===== config.mk =====
export PLATFORM = sky130hd
export DESIGN_NAME = vga_grid_scan
export DESIGN_NICKNAME = d
export VERILOG_FILES = /design/src/rtl/vga_grid_scan.sv
export SDC_FILE = /design/constraint.sdc
export NUM_CORES = 1
export LEC_CHECK = 0
export ABC_AREA = 1
export CAP_MARGIN = 20
export CORE_AREA = 2 2 57 112
export CTS_BUF_LIST = sky130_fd_sc_hd__clkbuf_4
export DETAILED_ROUTE_END_ITERATION = 6
export DIE_AREA = 0 0 59 114
export MAX_ROUTING_LAYER = met4
export PLACE_DENSITY = 0.75
export SLEW_MARGIN = 20
export SYNTH_ARGS = -nofsm -noshare
export SYNTH_HDL_FRONTEND = slang
export SYNTH_SLANG_ARGS = --single-unit

===== constraint.sdc =====
create_clock -name clk -period 2.53 [get_ports clk]
set_clock_uncertainty 0.05 [all_clocks]
set_input_delay 0.506 -clock clk [delete_from_list [all_inputs] [get_ports clk]]
set_output_delay 0.506 -clock clk [all_outputs]
set_load 0.005 [all_outputs]

===== src/rtl/vga_grid_scan.sv =====
// 640x480@60 VGA timing with beam position and 8x8 play-field cell decode.
// Define GRID_LINES_EN to build the grid_line outline output.
module vga_grid_scan #(
    parameter int CLK_DIV = 2,
    parameter int H_VIS   = 640,
    parameter int H_FP    = 16,
    parameter int H_SYNC  = 96,
    parameter int H_BP    = 48,
    parameter int V_VIS   = 480,
    parameter int V_FP    = 10,
    parameter int V_SYNC  = 2,
    parameter int V_BP    = 33,
    parameter int GRID_X0 = 200,
    parameter int GRID_Y0 = 200,
    parameter int CELL    = 20,
    parameter int GRID_N  = 8
) (
    input  logic       clk,
    input  logic       rst,
    output logic [9:0] CounterX,
    output logic [9:0] CounterY,
    output logic       vga_h_sync,
    output logic       vga_v_sync,
    output logic       inDisplayArea,
    output logic       pix_tick,
    output logic       in_grid,
    output logic [5:0] cell_idx,
    output logic       frame_tick,
    output logic       grid_line
);
    localparam int H_TOTAL  = H_VIS + H_FP + H_SYNC + H_BP;
    localparam int V_TOTAL  = V_VIS + V_FP + V_SYNC + V_BP;
    localparam int HS_START = H_VIS + H_FP;
    localparam int HS_END   = HS_START + H_SYNC;
    localparam int VS_START = V_VIS + V_FP;
    localparam int VS_END   = VS_START + V_SYNC;
    localparam int X_END    = GRID_X0 + GRID_N * CELL;
    localparam int Y_END    = GRID_Y0 + GRID_N * CELL;
    localparam int DW = (CLK_DIV > 1) ? $clog2(CLK_DIV) : 1;
    localparam int PW = (CELL > 1) ? $clog2(CELL) : 1;
    localparam int CW = (GRID_N > 1) ? $clog2(GRID_N) : 1;

    generate
        if (X_END > H_VIS) begin : g_chk_x
            $error("grid extends past H_VIS");
        end
        if (Y_END > V_VIS) begin : g_chk_y
            $error("grid extends past V_VIS");
        end
        if ((1 << CW) != GRID_N || 2 * CW > 6) begin : g_chk_n
            $error("GRID_N must be a power of two with GRID_N*GRID_N <= 64");
        end
    endgenerate

    logic [DW-1:0] div_cnt;
    logic          running;
    logic [PW-1:0] px_in_cell, py_in_cell;
    logic [CW-1:0] col, row;
    logic          gx_act, gy_act;
    logic          line_end;
    logic [9:0]    nx, ny;

    // running keeps pix_tick low during reset even when CLK_DIV==1
    assign pix_tick = running && (div_cnt == DW'(CLK_DIV - 1));
    assign line_end = (CounterX == 10'(H_TOTAL - 1));

    always_comb begin
        nx = CounterX + 10'd1;
        ny = CounterY;
        if (line_end) begin
            nx = 10'd0;
            ny = (CounterY == 10'(V_TOTAL - 1)) ? 10'd0 : CounterY + 10'd1;
        end
    end

    always_ff @(posedge clk) begin
        if (rst) begin
            div_cnt       <= '0;
            running       <= 1'b0;
            CounterX      <= 10'd0;
            CounterY      <= 10'd0;
            vga_h_sync    <= 1'b1;
            vga_v_sync    <= 1'b1;
            inDisplayArea <= 1'b1;
            frame_tick    <= 1'b0;
            px_in_cell    <= '0;
            col           <= '0;
            gx_act        <= 1'b0;
            py_in_cell    <= '0;
            row           <= '0;
            gy_act        <= 1'b0;
        end else begin
            running    <= 1'b1;
            div_cnt    <= (div_cnt == DW'(CLK_DIV - 1)) ? '0 : div_cnt + 1'b1;
            frame_tick <= 1'b0;
            if (pix_tick) begin
                CounterX      <= nx;
                CounterY      <= ny;
                vga_h_sync    <= !(nx >= 10'(HS_START) && nx < 10'(HS_END));
                vga_v_sync    <= !(ny >= 10'(VS_START) && ny < 10'(VS_END));
                inDisplayArea <= (nx < 10'(H_VIS)) && (ny < 10'(V_VIS));
                frame_tick    <= (nx == 10'd0) && (ny == 10'(V_VIS));

                // column sub-counters follow the pixel that X is about to show
                if (nx == 10'(GRID_X0)) begin
                    px_in_cell <= '0;
                    col        <= '0;
                    gx_act     <= 1'b1;
                end else if (line_end) begin
                    px_in_cell <= '0;
                    col        <= '0;
                    gx_act     <= 1'b0;
                end else if (gx_act) begin
                    if (px_in_cell == PW'(CELL - 1)) begin
                        px_in_cell <= '0;
                        if (col == CW'(GRID_N - 1)) gx_act <= 1'b0;
                        else                        col    <= col + 1'b1;
                    end else begin
                        px_in_cell <= px_in_cell + 1'b1;
                    end
                end

                if (line_end) begin
                    if (ny == 10'(GRID_Y0)) begin
                        py_in_cell <= '0;
                        row        <= '0;
                        gy_act     <= 1'b1;
                    end else if (ny == 10'd0) begin
                        py_in_cell <= '0;
                        row        <= '0;
                        gy_act     <= 1'b0;
                    end else if (gy_act) begin
                        if (py_in_cell == PW'(CELL - 1)) begin
                            py_in_cell <= '0;
                            if (row == CW'(GRID_N - 1)) gy_act <= 1'b0;
                            else                        row    <= row + 1'b1;
                        end else begin
                            py_in_cell <= py_in_cell + 1'b1;
                        end
                    end
                end
            end
        end
    end

    assign in_grid  = gx_act && gy_act;
    assign cell_idx = in_grid ? 6'({row, col}) : 6'd0;

`ifdef GRID_LINES_EN
    logic x_close, y_close;
    assign x_close   = (CounterX == 10'(X_END));
    assign y_close   = (CounterY == 10'(Y_END));
    // closing edges include the bottom-right corner so the outline is shut
    assign grid_line = (in_grid && (px_in_cell == '0 || py_in_cell == '0))
                     || (x_close && (gy_act || y_close))
                     || (y_close && (gx_act || x_close));
`else
    assign grid_line = 1'b0;
`endif

endmodule

# ---- After elaboration in Yosys (flattened, before gate mapping)
# Cells that the tools add are included.
dict set report classes {
  n_addsub 7
  magnitude_cmp 6
  eq_ne 11
  muxes 33
  bitwise_logic 1
  reduce_logical 21
}
# operator count
set op_table {}
lappend op_table {{5-bit two-way mux} 8}
lappend op_table {{10-bit two-way mux} 3}
lappend op_table {{3-bit two-way mux} 10}
lappend op_table {{10-bit by 1-bit adder with 10-bit output (second input constant)} 2}
lappend op_table {{10-bit == test (second input constant)} 2}
lappend op_table {{10-bit by 8-bit == test with 1-bit output (second input constant)} 2}
lappend op_table {{10-bit zero test} 2}
lappend op_table {{10-bit less-than comparator (second input constant)} 2}
lappend op_table {{10-bit by 9-bit less-than comparator with 1-bit output (second input constant)} 2}
lappend op_table {{3-bit nonzero test} 4}
lappend op_table {{1-bit two-way mux} 11}
lappend op_table {{5-bit by 1-bit adder with 5-bit output (second input constant)} 2}
lappend op_table {{10-bit by 9-bit == test with 1-bit output (second input constant)} 1}
lappend op_table {{5-bit == test (second input constant)} 2}
lappend op_table {{10-bit greater-or-equal comparator (second input constant)} 1}
lappend op_table {{10-bit by 9-bit greater-or-equal comparator with 1-bit output (second input constant)} 1}
lappend op_table {{3-bit by 1-bit adder with 3-bit output (second input constant)} 2}
lappend op_table {{3-bit == test (second input constant)} 2}
lappend op_table {{1-bit logical AND} 6}
lappend op_table {{6-bit two-way mux} 1}
lappend op_table {{3-bit != test (second input constant)} 2}
lappend op_table {{5-bit AND reduction} 1}
lappend op_table {{2-bit AND reduction} 2}
lappend op_table {{4-bit AND reduction} 1}
lappend op_table {{5 further kinds} 7}
dict set report totals {
  register_bits 44
  in_bits 2
  out_inout_bits 33
}

# ---- Depth between registers and ports, before layout
# Gate-level depths: netlist (run 1).
dict set report depth {
  ltp_word 6
  ltp_mapped 17
}

# ---- Worst setup path after synthesis (run 1)
# Ideal clock, no wire load.
dict set report synth_path {
  path_kind {register -> register}
  startpoint {register CounterX[0]}
  endpoint {register row[1]}
  setup_time_ps 113
  arrival_ps 2003
  t_required_ps 2367
  setup_slack_ps 364
  path_stages_with_launch 17
  path_buffers 0
  period_less_slack_ps 2166
  path_cell_list {dfxtp_1 -> ha_1 -> nand2_2 -> nor2_4 -> inv_2 -> nor2_8 -> nand2_1 -> nand2_1 -> nand2_1 -> nor2_1 -> nand3_2 -> nand3_2 -> nand2_4 -> inv_2 -> nand3_1 -> nand2_1 -> nor2_1}
}
dict set report synth_between {
  elab_chain_cells 5
  elab_cells_between_ends 10
  cone_classes {3 x eq/ne; 3 x mux; 4 x reduce/logical}
}
# element line
set synth_lines {}
lappend synth_lines {{from (decl)} 20} ;# output logic [9:0] CounterX,
lappend synth_lines {{from (signal assigned)} 97} ;# CounterX <= nx;
lappend synth_lines {{10-bit == test *} 65} ;# assign line_end = (CounterX == 10'(H_TOTAL - 1));
lappend synth_lines {{10-bit two-way mux} 70} ;# if (line_end) begin
lappend synth_lines {{10-bit by 8-bit == test with 1-bit output or 10-bit zero test (tied branches)} {124, 128}}
lappend synth_lines {{3-bit != test (no line), or another cell as far along} n/a}
lappend synth_lines {{5-bit AND reduction (no line) or 3-bit two-way mux (tied branches)} n/a}
lappend synth_lines {{to (signal assigned)} 136} ;# else row <= row + 1'b1;
lappend synth_lines {{to (decl)} 58} ;# logic [CW-1:0] col, row;
# Every way passes the cells marked *; elsewhere a longest branch is shown, timed or not.
# A chain may end at the register's enable or synchronous reset.

# ---- Worst setup path after layout (run 1)
dict set report layout_path {
  startpoint {register CounterX[1]}
  endpoint {register row[1]}
}
# Same word-level chain as after synthesis.

==> Flow_metrics.wiki, run 1 <==
{| class="wikitable"
! Metric !! Value
|-
| Most common cell after layout, fill and taps aside || sky130_fd_sc_hd__nand2_1
|-
| Count of pins over their slew limit || 0
|-
| Syn Area/Cell || 6.29 µm²
|-
| Synth-to-layout area growth || 21.8%
|-
| IO Count || 35
|-
| Total congestion overflow after global routing || 0
|-
| Power Density || 441 nW/µm²
|-
| Setup repair after global routing missed its margin || yes
|-
| Largest stage delay on the critical path || 0.37 ns
|-
| Share of the synthesized area in the top cell type || 31.1%
|-
| Number of global-route vias before repair || 2691
|-
| Area post-placement || 3270 µm²
|-
| Most area-hungry cell type in the Yosys netlist || sky130_fd_sc_hd__dfxtp_1
|-
| Critical path data required time || 2.75 ns
|-
| Max_slew headroom || 60.3%
|-
| Number of DRC violations after detailed routing || 0
|-
| Min Clock Period, post-route || 2.33 ns
|-
| Hold Crit Class || register to register
|-
| Compound-Gate Fraction of Synth Area || 14.2%
|-
| Port Buf Inserts || 33
|-
| Overall power || 1.52 mW
|-
| Final cycle utilization of the critical path || 92.1%
|-
| Number of register bits inferred by synthesis || 44
|-
| Number of inserted diodes || 0
|-
| Number of library cell types mapped by synthesis || 37
|-
| Xor/xnor share of the synthesized area || 2.47%
|-
| Setup TNS || 0 ns
|-
| Standard-cell row count || 40
|-
| Y dimension of the die || 114 µm
|-
| Leak || 1.57 nW
|-
| Highest clock rate || 429 MHz
|-
| Crit path from || CounterX[1]
|-
| Number of H-tree branching levels || 2
|-
| Routability Congestion || 0.921
|-
| Simple-gate share of the synthesized area || 36.6%
|-
| Die Span X || 59 µm
|-
| Deepest clock path buffer count || 2
|-
| Floorplan die area || 6730 µm²
|-
| Warnings from Yosys || 0
|-
| Most frequent CP cell || sky130_fd_sc_hd__nand2_1
|-
| Outcome || complete, no violations
|-
| Final-stage net count || 510
|-
| DR vias || 2911
|-
| Final standard cell area without fillers || 3450 µm²
|-
| Tightest Pin Transition || 0.590 ns
|-
| CTS sink count || 44
|-
| Slowest-stage cell, CP || sky130_fd_sc_hd__dfxtp_1
|-
| First-pass GRT wire length || 11900 µm
|-
| DRC violation total after the first TritonRoute iteration || 192
|-
| Chain of cells forming the critical path || ha_2, nand2_2, nor2_4, inv_2, nor2_8, nand2_1, nand2_1, nand2_1, nor2_2, nand3_2, nand3_2, nand2_4, inv_2, nand3_1, nand2_1, nor2_1
|-
| Worst reg2reg startpoint || CounterX[1]
|-
| Effective utilization at floorplan || 48.0%
|-
| Pre-CTS setup slack || 0.0934 ns
|-
| Cell area after synthesis || 2840 µm²
|-
| Non-filler cells in the finished layout || 561
|-
| Clock slew at the register clock pins of the worst setup and hold paths || 0.13 ns
|-
| Worst vdd ir || 419 µV
|-
| Fraction of synthesized area in multiplexers || 0%
|-
| Launch instance of the worst min-delay path || div_cnt
|-
| Average via count per standard cell || 5.19
|-
| Number of buffers added by the clock tree synthesis step || 5
|-
| Nature of the critical path startpoint || register
|-
| Most frequent cells in the layout || 116 x sky130_fd_sc_hd__nand2_1, 63 x sky130_fd_sc_hd__inv_1, 60 x sky130_fd_sc_hd__nor2_1
|-
| Setup-failing EPs final || 0
|-
| Ratio of cells with drive above 1 in the final layout || 11.6%
|-
| Aggregate routed wire length || 7210 µm
|-
| Maximum number of pins on one net before global-route repair || 32
|-
| TritonCTS clock tree || done
|-
| Type of destination of the critical path || register
|-
| Average wire per standard cell || 12.8 µm
|-
| Portion of the post-synthesis area used by sequential elements || 31.1%
|-
| Maximum net fanout on the critical path || 9
|-
| Final Hold Slack || 0.369 ns
|-
| Buffer cell driving the clock tree root || sky130_fd_sc_hd__clkbuf_4
|-
| Total instance count after detailed placement || 548
|-
| Synthesized netlist cell count || 451
|-
| Dominant combinational cell family by area after synthesis || simple AND/OR/NAND/NOR gates
|-
| Start-to-end type of the worst setup path || register to register
|-
| Detailed-placement wirelength estimate || 5200 µm
|-
| Slack of the critical path || 0.200 ns
|-
| Number of optimization iterations in the first detailed-route pass || 5
|-
| Count of antenna-violating nets left after detailed routing || 0
|-
| Core area || 5910 µm²
|-
| Antenna violations before repair || 0
|-
| Total nets after synthesis || 463
|-
| Max capacitance violation total || 0
|-
| Arr. time, crit path || 2.55 ns
|-
| Util after Layout || 58.5%
|-
| Top area cells in the synthesized netlist || sky130_fd_sc_hd__dfxtp_1 31%, sky130_fd_sc_hd__nand2_1 15%, sky130_fd_sc_hd__nor2_1 8.6%
|-
| Synthesized-area fraction occupied by adder cells || 4.41%
|-
| Tot GR Track Use || 23.0%
|-
| Number of hold violations in the final report || 0
|-
| Worst skew pair latency || 0.37 ns
|}
==> cell families (layout without fill, tap and decap cells) <==
| group | Yosys count | count (layout) |
|---|---|---|
| adder cells (fa/ha/maj) | 10 | 10 |
| flip-flops | 44 | 44 |
| XOR/XNOR | 8 | 8 |
| AND/OR/NAND/NOR | 235 | 237 |
| buffers and inverters | 78 | 123 |
| AO/OA/AOI/OAI | 75 | 75 |
| other | 1 | 1 |
==> synthesized netlist by cell type, drive strengths merged <==
cell type and number:
nor3 5, a211oi 1, o21ai 37, o21bai 2, conb 1, xnor2 3, xor2 5, a31oi 2
inv 67, o211ai 2, nand2 119, nand4 3, o22ai 2, a21oi 28, nand3 35, or2 1
dfxtp 44, nor4 2, nor2 70, ha 10, o21a 1, clkbuf 8, buf 3
==> final cells by class <==
| cell class | count | area (µm²) |
|---|---|---|
| Fill cell | 585 | 2450 |
| Inverter | 67 | 251 |
| Clock inverter | 2 | 60.1 |
| Clock buffer | 5 | 37.5 |
| Sequential cell | 44 | 883 |
| Multi-Input combinational cell | 331 | 1690 |
| Tap cell | 63 | 78.8 |
| Timing Repair Buffer | 49 | 450 |
==> registers in the layout, summed over array words and instances, names as in the netlist <==
register and count:
CounterX 10, CounterY 10, px_in_cell 5, py_in_cell 5, col 3, row 3
div_cnt 1, frame_tick 1, gx_act 1, gy_act 1, inDisplayArea 1, running 1
vga_h_sync 1, vga_v_sync 1
==> path summary, 6_finish.rpt <==
| check | to | slack, ns | cells past startpoint |
|---|---|---|---|
| hold / removal | div_cnt | 0.37 | 1 |
| setup / recovery | row[1] | 0.20 | 16 |
| setup reg to reg | row[1] | 0.20 | 16 |
| hold reg to reg | div_cnt | 0.37 | 1 |
==> metal layers <==
| layer | GRT usage (%) | vias to the layer above | wire [µm] |
|---|---|---|---|
| li1 | - | 1530 | - |
| met4 | 10.3 | 0 | 217 |
| met1 | 27.2 | 1278 | 3030 |
| met2 | 37.3 | 84 | 3620 |
| met5 | - | - | 0 |
| met3 | 4.08 | 19 | 344 |
==> worst max-delay path: cells and delay by family (launching register included) <==
| family | cells | cell delay [ns] |
|---|---|---|
| buf+inv | 2 | 0.23 |
| flops | 1 | 0.37 |
| fa+ha+maj | 1 | 0.20 |
| simple gates | 13 | 1.39 |
==> where the power goes <==
group / leakage [nW] / switching (mW) / internal (mW)
registers: 0.359 / 0.0301 / 0.717
logic: 1.16 / 0.136 / 0.0962
clock network: 0.0513 / 0.243 / 0.302
==> repair_timing <==
item	4_1_cts	5_1_grt
setup endpoints to repair	0	14
endpoints found under the hold margin	0	0
buffers inserted	0	4
hold buffers	0	0
resized for setup	0	13
Power figures use the tool's default switching activity.
==> run 2: changes to the inputs <==
- CAP_MARGIN: 20 -> not set
==> results of run 2 <==
The final DEF is identical to that of run 1; final timing and power are the same.
